File: src/rtl/rvfi_check_sequencer.sv
// rvfi_check_sequencer: reset/run/trigger/check sequencer for one RVFI check.
// Ports: clock, reset, rvfi_valid[NRET] in; dut_reset, trig, check, cycle_count, state, done, trig_seen out.
module rvfi_check_sequencer #(
  parameter int NRET         = 1,
  parameter int CHANNEL_IDX  = 0,
  parameter int RESET_CYCLES = 1,
  parameter int TRIG_CYCLE   = 10,
  parameter int TRIG_WINDOW  = 4,
  parameter int CHECK_DELAY  = 2
) (
  input  logic            clock,
  input  logic            reset,
  input  logic [NRET-1:0] rvfi_valid,
  output logic            dut_reset,
  output logic            trig,
  output logic            check,
  output logic [15:0]     cycle_count,
  output logic [2:0]      state,
  output logic            done,
  output logic            trig_seen
);

  if (NRET < 1) begin : g_bad_nret
    $error("NRET must be >= 1");
  end
  if (CHANNEL_IDX < 0 || CHANNEL_IDX >= NRET) begin : g_bad_idx
    $error("CHANNEL_IDX out of range");
  end
  if (RESET_CYCLES < 1) begin : g_bad_rc
    $error("RESET_CYCLES must be >= 1");
  end
  if (TRIG_CYCLE < 0 || TRIG_CYCLE > 65534) begin : g_bad_tc
    $error("TRIG_CYCLE out of range");
  end
  if (TRIG_WINDOW < 1) begin : g_bad_tw
    $error("TRIG_WINDOW must be >= 1");
  end
  if (CHECK_DELAY < 1) begin : g_bad_cd
    $error("CHECK_DELAY must be >= 1");
  end

  typedef enum logic [2:0] {
    RST_HOLD = 3'd0,
    RUN      = 3'd1,
    ARMED    = 3'd2,
    WAIT     = 3'd3,
    CHECK    = 3'd4,
    DONE     = 3'd5,
    MISS     = 3'd6
  } state_t;

  state_t      state_q, state_n;
  logic [31:0] hold_q, hold_n;
  logic [31:0] win_q, win_n;
  logic [31:0] wait_q, wait_n;
  logic [15:0] cc_q, cc_n;
  logic        seen_q, seen_n;
  logic        trig_w;

  assign trig_w = (state_q == ARMED) && rvfi_valid[CHANNEL_IDX];

  always_comb begin
    state_n = state_q;
    hold_n  = hold_q;
    win_n   = win_q;
    wait_n  = wait_q;
    seen_n  = seen_q;
    // Count stays at 0 through RST_HOLD so the first RUN cycle reads 0.
    if (state_q == RST_HOLD) begin
      cc_n = 16'd0;
    end else if (cc_q == 16'hFFFF) begin
      cc_n = cc_q;
    end else begin
      cc_n = cc_q + 16'd1;
    end
    case (state_q)
      RST_HOLD: begin
        if (hold_q == 32'(RESET_CYCLES - 1)) begin
          hold_n  = 32'd0;
          state_n = (TRIG_CYCLE == 0) ? ARMED : RUN;
        end else begin
          hold_n = hold_q + 32'd1;
        end
      end
      RUN: begin
        if (cc_q == 16'(TRIG_CYCLE - 1)) begin
          state_n = ARMED;
        end
      end
      ARMED: begin
        // A trig in the final window cycle still wins over MISS.
        if (trig_w) begin
          seen_n  = 1'b1;
          win_n   = 32'd0;
          state_n = (CHECK_DELAY == 1) ? CHECK : WAIT;
        end else if (win_q == 32'(TRIG_WINDOW - 1)) begin
          win_n   = 32'd0;
          state_n = MISS;
        end else begin
          win_n = win_q + 32'd1;
        end
      end
      WAIT: begin
        if (wait_q == 32'(CHECK_DELAY - 2)) begin
          wait_n  = 32'd0;
          state_n = CHECK;
        end else begin
          wait_n = wait_q + 32'd1;
        end
      end
      CHECK:   state_n = DONE;
      DONE:    state_n = DONE;
      MISS:    state_n = MISS;
      default: state_n = RST_HOLD;
    endcase
  end

  always_ff @(posedge clock) begin
    if (reset) begin
      state_q   <= RST_HOLD;
      hold_q    <= 32'd0;
      win_q     <= 32'd0;
      wait_q    <= 32'd0;
      cc_q      <= 16'd0;
      seen_q    <= 1'b0;
      dut_reset <= 1'b1;
      check     <= 1'b0;
      done      <= 1'b0;
    end else begin
      state_q   <= state_n;
      hold_q    <= hold_n;
      win_q     <= win_n;
      wait_q    <= wait_n;
      cc_q      <= cc_n;
      seen_q    <= seen_n;
      dut_reset <= (state_n == RST_HOLD);
      check     <= (state_n == CHECK);
      done      <= (state_n == DONE) || (state_n == MISS);
    end
  end

  assign trig        = trig_w;
  assign cycle_count = cc_q;
  assign state       = state_q;
  assign trig_seen   = seen_q;

endmodule

File: config.mk
export PLATFORM = sky130hd
export DESIGN_NAME = rvfi_check_sequencer
export DESIGN_NICKNAME = d
export VERILOG_FILES = /design/src/rtl/rvfi_check_sequencer.sv
export SDC_FILE = /design/constraint.sdc
export NUM_CORES = 1
export LEC_CHECK = 0
export ABC_CLOCK_PERIOD_IN_PS = 3500
export CAP_MARGIN = 25
export CORE_UTILIZATION = 40
export CTS_BUF_LIST = sky130_fd_sc_hd__clkbuf_16
export DETAILED_ROUTE_END_ITERATION = 16
export GPL_TIMING_DRIVEN = 0
export PLACE_DENSITY = 0.62
export SYNTH_ARGS = -nofsm -noshare
export SYNTH_HDL_FRONTEND = slang
export SYNTH_SLANG_ARGS = --single-unit
File: constraint.sdc
create_clock -name clock -period 3.5 [get_ports clock]
set_clock_uncertainty 0.05 [all_clocks]
set_input_delay 0.7 -clock clock [delete_from_list [all_inputs] [get_ports clock]]
set_output_delay 0.7 -clock clock [all_outputs]
set_load 0.02 [all_outputs]
==> Yosys cells after proc, flatten, opt, wreduce, memory -nomap -nowiden <==
Index checks and enable logic that the tools add are counted.
{ "word_totals": {"regBits": 119, "input_bits": 3, "output_inout_bits": 24} }
{ "op_classes": {"add_sub_neg": 4, "eq_ne": 12, "mux": 10, "reduce_logical": 9} }
{ "ops": {"columns": ["op", "n"], "rows": [
  ["$mux 32", 4],
  ["$add 32x1->32 const B", 3],
  ["$logic_not 32->1", 2],
  ["$eq 32x2->1 const B", 1],
  ["$eq 3x3->1 const B", 6],
  ["$pmux 3 s6", 1],
  ["$add 16x1->16 const B", 1],
  ["$eq 16x16->1 const B", 1],
  ["$eq 16x4->1 const B", 1],
  ["$mux 3", 5],
  ["$eq 3x2->1 const B", 2],
  ["$logic_not 3->1", 2],
  ["$reduce_or 2->1", 2],
  ["$eq 3x1->1 const B", 1],
  ["$reduce_and 2->1", 1],
  ["$logic_and 1x1->1", 1],
  ["$logic_or 1x1->1", 1]
]} }

==> Depth between registers and ports, before layout <==
Gate-level depths: netlist of the first run.
{ "depth": {"word_depth": 6, "mapped_depth": 9, "depth_no_buf": 7} }

==> Worst setup path before layout of the first run <==
OpenSTA, ideal clock, no wires.
{ "synth_path": {"path_type": "register -> register", "start": "register win_q[0]", "end": "register win_q[30]", "setup_time_ns": 0.074, "arrival_time_ns": 2.303, "required_time_ns": 3.376, "slack_ns": 1.073, "stages_incl_launch_ff": 7, "path_buffers": 0, "path_cell_list": "dfxtp_1 > ha_1 > nand4_4 > or3_4 > or4_4 > or4_1 > a31oi_1"} }
{ "synth_between": {"elab_chain_cells": 3, "word_cells_on_any_way": 4, "classes_between": "add/sub: 1; eq/ne: 1; mux: 2"} }
{ "synth_lines": {"columns": ["item", "line", "rtl"], "rows": [
  ["start, declared", "54", "logic [31:0] win_q, win_n;"],
  ["start signal, assigned", "132", "win_q <= win_n;"],
  ["$add 32x1->32 / $eq 32x2->1 (equally long branches)", "100, 96", null],
  ["$mux 32 (*)", "96", "end else if (win_q == 32'(TRIG_WINDOW - 1)) begin"],
  ["$mux 32 (*)", "92", "if (trig_w) begin"]
]} }
Mark *: on every way between the ends. The rest lies on a longest branch, timed or not.
A chain may end at the register's enable or synchronous reset.

==> Final worst setup path of the first run <==
{ "layout_path": {"start": "register state_q[1] (netlist: state[1])", "end": "output port trig"} }
{ "layout_between": {"elab_chain_cells": 2} }
{ "layout_lines": {"columns": ["item", "line", "rtl"], "rows": [
  ["start, declared", "52", "state_t state_q, state_n;"],
  ["start signal, assigned", "130", "state_q <= state_n;"],
  ["$eq 3x2->1", "60", "assign trig_w = (state_q == ARMED) && rvfi_valid[CHANNEL_IDX];"],
  ["$logic_and 1x1->1", "60", null],
  ["end, declared", "15", "output logic trig,"]
]} }
Every way passes these cells.

==> results of run 1 <==
==> worst min-delay path by stage <==
| stage | start | slack (ns) | end |
|---|---|---|---|
| 5_1_grt | wait_q[1]$_SDFFE_PP0P_ | 0.46 | wait_q[1]$_SDFFE_PP0P_ |
| 2_1_floorplan | win_q[14]$_SDFFE_PP0N_ | 0.40 | win_q[14]$_SDFFE_PP0N_ |
| 4_1_cts | win_q[31]$_SDFFE_PP0N_ | 0.44 | win_q[31]$_SDFFE_PP0N_ |
| 3_3_place_gp | win_q[31]$_SDFFE_PP0N_ | 0.42 | win_q[31]$_SDFFE_PP0N_ |
| 6_report | wait_q[1]$_SDFFE_PP0P_ | 0.44 | wait_q[1]$_SDFFE_PP0P_ |
| 3_5_place_dp | win_q[31]$_SDFFE_PP0N_ | 0.43 | win_q[31]$_SDFFE_PP0N_ |
==> stage by stage <==
stage	utilization (%)	instances	worst slack, ns	cell area [sq um]
floorplan	-	727	1.07	6000
finish	47.8	968	0.233	6970
global placement	44.5	937	0.620	6490
detailed placement	44.5	937	0.607	6490
CTS	47.8	968	0.184	6970
global route	47.8	968	0.0557	6970
==> cell type report <==
type / count / area (sq um) / share of cell area (%)
Tap cell: 184 / 230 / 3.30
Clock inverter: 14 / 55.1 / 0.790
Inverter: 20 / 75.1 / 1.08
Clock buffer: 17 / 425 / 6.10
Multi-Input combinational cell: 545 / 3370 / 48.4
Timing Repair Buffer: 26 / 260 / 3.73
Buffer: 43 / 169 / 2.42
Sequential cell: 119 / 2380 / 34.2
==> cell usage in the layout (no fill, tap or decap), types with 4 or more instances in the layout <==
cell,Yosys,layout
sky130_fd_sc_hd__o21ai_0,19,19
sky130_fd_sc_hd__a211oi_1,5,5
sky130_fd_sc_hd__clkbuf_16,0,17
sky130_fd_sc_hd__or3_1,9,9
sky130_fd_sc_hd__a31o_2,4,4
sky130_fd_sc_hd__clkdlybuf4s50_1,0,26
sky130_fd_sc_hd__a41oi_1,7,7
sky130_fd_sc_hd__and3_1,10,10
sky130_fd_sc_hd__o211ai_1,8,8
sky130_fd_sc_hd__nand3_1,33,33
sky130_fd_sc_hd__and4_1,21,21
sky130_fd_sc_hd__a31oi_1,13,13
sky130_fd_sc_hd__dfxtp_1,119,119
sky130_fd_sc_hd__inv_1,20,25
sky130_fd_sc_hd__a21oi_1,26,26
sky130_fd_sc_hd__nor3_1,31,31
sky130_fd_sc_hd__nand2b_1,7,7
sky130_fd_sc_hd__a311oi_1,17,17
sky130_fd_sc_hd__nand4_1,22,22
sky130_fd_sc_hd__nand2_1,53,53
sky130_fd_sc_hd__clkinv_1,0,7
sky130_fd_sc_hd__nor4b_1,6,6
sky130_fd_sc_hd__or4_1,4,4
sky130_fd_sc_hd__nor2b_1,5,5
sky130_fd_sc_hd__nor4_1,39,39
sky130_fd_sc_hd__and2_1,7,7
sky130_fd_sc_hd__ha_1,7,7
sky130_fd_sc_hd__nor2_1,91,91
sky130_fd_sc_hd__xor2_1,15,15
sky130_fd_sc_hd__xnor2_1,50,50
sky130_fd_sc_hd__clkbuf_1,39,39
sky130_fd_sc_hd__a21o_1,7,7
==> critical path: cells and delay by family (launching register included) <==
family / cells / cell delay [ns]
buffers and inverters: 2 / 0.94
flip-flops: 1 / 0.34
AND/OR/NAND/NOR: 2 / 0.82
==> synthesized netlist by cell type, drive strengths merged, types with 13 or more instances <==
cell type / instances / area share (%)
dfxtp: 119 / 40
clkbuf: 39 / 2.4
a31oi: 13 / 1.4
nand3: 33 / 2.8
nor4: 39 / 4.1
a311oi: 17 / 2.5
nor3: 31 / 2.6
xor2: 15 / 2.2
and4: 21 / 3.1
o21ai: 19 / 1.6
nand2: 53 / 3.3
inv: 20 / 1.3
xnor2: 50 / 7.3
nor2: 91 / 5.7
a21oi: 27 / 2.3
nand4: 23 / 2.6
==> state kept, by name, indices dropped and copies added, names as in the netlist <==
name         count
check            1
wait_q          32
win_q           32
trig_seen        1
cycle_count     16
dut_reset        1
hold_q          32
state            3
done             1
==> power by group <==
| part | switching [uW] | leakage (uW) | internal (uW) | total [uW] |
|---|---|---|---|---|
| logic | 74.2 | 0.000902 | 38.4 | 113 |
| clock network | 559 | 0.000255 | 861 | 1420 |
| registers | 6.63 | 0.000959 | 1360 | 1370 |
| total | 640 | 0.00212 | 2260 | 2900 |
==> metal layers <==
metal	GRT usage [%]	routed length (um)	up-vias
met5	0	0	-
met4	9.92	334	0
met3	4.17	535	21
met2	30.5	6650	119
met1	23.6	6640	2595
li1	-	-	2753
==> cell families (layout without fill, tap and decap cells) <==
kind of cell / Yosys count / count (layout)
simple gates: 352 / 352
flops: 119 / 119
fa+ha+maj: 7 / 7
xor+xnor: 65 / 65
buf+inv: 63 / 120
compound gates: 118 / 118
mux: 3 / 3
==> flow_summary.json, run 1 <==
{
  "synth-seq-area-share_pct": 39.7,
  "ys_seq_elements": 119,
  "synth_xor_xnor_area_share_pct": 9.49,
  "dr.pass1.iters": 5,
  "clock_latency_ns": 0.41,
  "slew_headroom_pct": 21.6,
  "hold_viol": 0,
  "synth_mux_area_share_pct": 0.501,
  "dominantRegCellSynth": "sky130_fd_sc_hd__dfxtp_1",
  "clock_path_buffers": 2,
  "clock_sink_count": 119,
  "grt_max_degree": 17,
  "dr_total_vias": 5488,
  "setup.worst_path.end_class": "output port",
  "setup.reg_to_reg.worst_slack_ns": 0.63,
  "worst_r2r_endpoint": "win_q[18]$_SDFFE_PP0N_",
  "layout_worst_path_cycle_share_pct": 93.4,
  "ys_async_sr_fraction_pct": 0,
  "adder_and_majority_cell_fraction_of_the_synthesized_area_pct": 1.46,
  "period_needed_ns": 3.27,
  "die-area_sq_mm": 0.0155,
  "syn-instance-count": 727,
  "flow.area_growth_from_synthesis_pct": 16.2,
  "holdBufCountCts": 0,
  "crit_arrival_ns": 2.52,
  "route.detailed.vias_per_inst": 5.67,
  "synth_area_per_cell_sq_um": 8.25,
  "insertedDiodeCount": 0,
  "routedWlPerCell_um": 14.6,
  "wl_um": 14200,
  "whs_path_depth": 2,
  "grt_util_all_layers_pct": 18.9,
  "crit_path_cell_trace": "clkbuf_1 -> nor3b_1 -> and2_1 -> clkdlybuf4s50_1",
  "synth_top_family_by_area": "simple AND/OR/NAND/NOR gates",
  "cap_viol_max_count": 0,
  "setup_repair_after_global_routing_missed_its_margin": "false",
  "initial_antenna_violation_count": 0,
  "cp-start-kind": "flop",
  "tritoncts": "built",
  "synthSimpleGateAreaFrac_pct": 31.3,
  "setup_tns_ns": 0,
  "cts.root.buffer_cell": "sky130_fd_sc_hd__clkbuf_16",
  "via_count_of_the_first_global_routing_pass": 5257,
  "cpPeakStageDelay_ns": 0.63,
  "synth_nets": 737,
  "worstSetupStartpoint": "state[1]$_SDFF_PP0_",
  "p_leak_uw": 0.00212,
  "critical_path.slowest_cell": "sky130_fd_sc_hd__clkdlybuf4s50_1",
  "floorplan.rows": 44,
  "max_slew.worst_pin.slew_ns": 1.16,
  "layout-drive-gt1-share_pct": 4.34,
  "synth_compound_area_share_pct": 13.4,
  "holdWs_ns": 0.438,
  "die_height_um": 124,
  "clk_transition_reported_paths_ns": 0.05,
  "worst_hold_path_type": "flop to flop",
  "report.final.setup_viol": 0,
  "filler_cell_count": 1367,
  "power.density_cell_area_mw_per_mm2": 417,
  "number_of_synthesized_flops_with_an_enable_pin": 0,
  "yosysUniqueCellTypes": 53,
  "run_status": "finished, final reports clean",
  "gp_congestion": 0.875,
  "pin_count": 27,
  "htree_levels": 4,
  "required_time_at_the_endpoint_of_the_critical_path_ns": 2.75,
  "p_total_uw": 2900,
  "timing_max_transition_violations_final": 0,
  "critPathMaxFanout": 10,
  "layout.nets": 782,
  "r2r_start": "state[1]$_SDFF_PP0_",
  "drc": 0,
  "detailedRoute.firstIterationViolations": 359,
  "cts-resized-gates": 0,
  "synth_area_sq_mm": 0.00600,
  "grt_pass1_wl_um": 24300,
  "synth_warnings": 0,
  "worstSetupPathType": "flop to output port",
  "crit_path_end": "trig",
  "cts_inserted_buffers": 17,
  "ff2ff_path_depth": 7,
  "die_x_um": 124,
  "floorplan.core_area_sq_mm": 0.0146,
  "cts_setup_buffers": 0,
  "detailedPlacementHpwl_um": 9870,
  "max_freq_mhz": 306,
  "start_util_pct": 41.1,
  "irDropWorstVdd_v": 0.000350,
  "io_buffer_count": 26,
  "gr-total-overflow": 0,
  "detail-route-antenna-nets": 0
}
Note: power is estimated with default switching activity, not from simulation.
==> inputs of run 2 (changes only) <==
PLACE_DENSITY = not set   (was 0.62)
==> flow_summary.json, run 2 (same netlist as run 1, synthesis figures left out) <==
{
  "tritoncts": "built",
  "critPathMaxFanout": 10,
  "timing_max_transition_violations_final": 0,
  "grt_util_all_layers_pct": 20.1,
  "layout-drive-gt1-share_pct": 5.99,
  "worstSetupPathType": "flop to output port",
  "cts.root.buffer_cell": "sky130_fd_sc_hd__clkbuf_16",
  "run_status": "finished, final reports clean",
  "holdWs_ns": 0.438,
  "placedInstanceArea_sq_mm": 0.00649,
  "multiInputGateArea_sq_mm": 0.00338,
  "cts_inserted_buffers": 17,
  "die_x_um": 124,
  "max_freq_mhz": 315,
  "floorplan.core_area_sq_mm": 0.0146,
  "power.density_cell_area_mw_per_mm2": 456,
  "clock_sink_count": 119,
  "post-route-worst-setup-slack_ns": 0.330,
  "detailedRoute.firstIterationViolations": 425,
  "gp_congestion": 0.862,
  "mostFrequentLayoutCell": "sky130_fd_sc_hd__dfxtp_1",
  "die_height_um": 124,
  "slew_headroom_pct": 33.3,
  "clock_path_buffers": 2,
  "die-area_sq_mm": 0.0155,
  "layout.area.seq_sq_mm": 0.00238,
  "report.final.setup_viol": 0,
  "drc": 0,
  "route.detailed.vias_per_inst": 5.71,
  "pin_count": 27,
  "floorplan.rows": 44,
  "p_leak_uw": 0.00215,
  "period_needed_ns": 3.17,
  "flow.area_growth_from_synthesis_pct": 18.1,
  "layout_worst_path_cycle_share_pct": 90.6,
  "max_slew.worst_pin.slew_ns": 0.991,
  "dr.pass1.iters": 5,
  "initial_antenna_violation_count": 0,
  "setup_repair_after_global_routing_missed_its_margin": "false",
  "start_util_pct": 41.1,
  "cap_viol_max_count": 0,
  "wl_um": 15000,
  "clk_transition_reported_paths_ns": 0.06,
  "dr_total_vias": 5530,
  "detailedPlacementHpwl_um": 10100,
  "via_count_of_the_first_global_routing_pass": 5255,
  "worst_hold_path_type": "flop to flop",
  "htree_levels": 4,
  "insertedDiodeCount": 0,
  "layout_common_cells": "119 x sky130_fd_sc_hd__dfxtp_1, 91 x sky130_fd_sc_hd__nor2_1, 53 x sky130_fd_sc_hd__nand2_1",
  "clock_latency_ns": 0.42,
  "setup.reg_to_reg.worst_slack_ns": 0.78,
  "detail-route-antenna-nets": 0,
  "place_ws_ns": 0.585,
  "final_design_area_no_fill_sq_mm": 0.00708,
  "grt_max_degree": 17,
  "setup_tns_ns": 0,
  "filler_cell_count": 1384,
  "setup.worst_path.end_class": "output port",
  "gr-total-overflow": 0,
  "routedWlPerCell_um": 15.5,
  "cp-start-kind": "flop",
  "crit_arrival_ns": 2.42,
  "required_time_at_the_endpoint_of_the_critical_path_ns": 2.75,
  "hold_viol": 0,
  "layout.nets": 782,
  "io_buffer_count": 26,
  "layout_top_registers": "hold_q x32, wait_q x32, win_q x32",
  "grt_pass1_wl_um": 25600,
  "cts_setup_buffers": 0,
  "irDropWorstVdd_v": 0.000365
}
[run 2: changes by cell type in the layout (fill, tap and decap cells not counted), moves of 3 or more]
cell / delta
sky130_fd_sc_hd__bufinv_16: +3
sky130_fd_sc_hd__clkinvlp_4: +4
sky130_fd_sc_hd__inv_1: -4
sky130_fd_sc_hd__clkinv_2: +4
sky130_fd_sc_hd__clkinv_1: -7
[run 2: area by class of cell]
| type | instances | share of cell area (%) |
|---|---|---|
| repair buffers | 26 | 3.67 |
| well taps | 184 | 3.25 |
| flip-flops and latches | 119 | 33.6 |
| clock inverters | 15 | 2.30 |
| multi-input cells | 545 | 47.7 |
| clock buffers | 17 | 6.01 |
| inverters | 20 | 1.06 |
| plain buffers | 43 | 2.39 |
[run 2: worst max-delay path, stage by stage, from the launching register on]
cell	delay, ns
sky130_fd_sc_hd__dfxtp_1	0.37
sky130_fd_sc_hd__clkbuf_1	0.33
sky130_fd_sc_hd__nor3b_2	0.38
sky130_fd_sc_hd__and2_1	0.27
sky130_fd_sc_hd__clkdlybuf4s50_1	0.64
[run 2: what timing repair did]
action                                  CTS  global route
hold buffers                              0             0
gates resized for setup                   0             1
endpoints found under the setup margin    0             1
[run 2: stage by stage]
step                      utilization, %  instances  power (uW)
after floorplan                        -        727        1470
after global placement              44.5        937        1510
after detailed placement            44.5        937        1510
after CTS                           48.5        969        3250
after global routing                48.5        969        3330
final                               48.5        969        3230
[run 2: layer usage]
layer / routed length, um / track usage [%] / up-vias
li1: - / - / 2750
met1: 6870 / 25.8 / 2624
met2: 7150 / 32.4 / 125
met3: 658 / 4.30 / 31
met4: 362 / 8.79 / 0
met5: 0 / 0 / -
[run 2: final timing paths]
path	start	to	depth (start not counted)
max	state[1]$_SDFF_PP0_	trig	4
min	wait_q[1]$_SDFFE_PP0P_	wait_q[1]$_SDFFE_PP0P_	2
max reg2reg	state[1]$_SDFF_PP0_	win_q[4]$_SDFFE_PP0N_	7
min reg2reg	wait_q[1]$_SDFFE_PP0P_	wait_q[1]$_SDFFE_PP0P_	2
[run 2: power breakdown]
group / switching [uW] / internal (uW) / leakage (uW)
registers: 7.10 / 1360 / 0.000959
logic: 75.8 / 38.2 / 0.000905
clock network: 637 / 1110 / 0.000285
total: 720 / 2510 / 0.00215
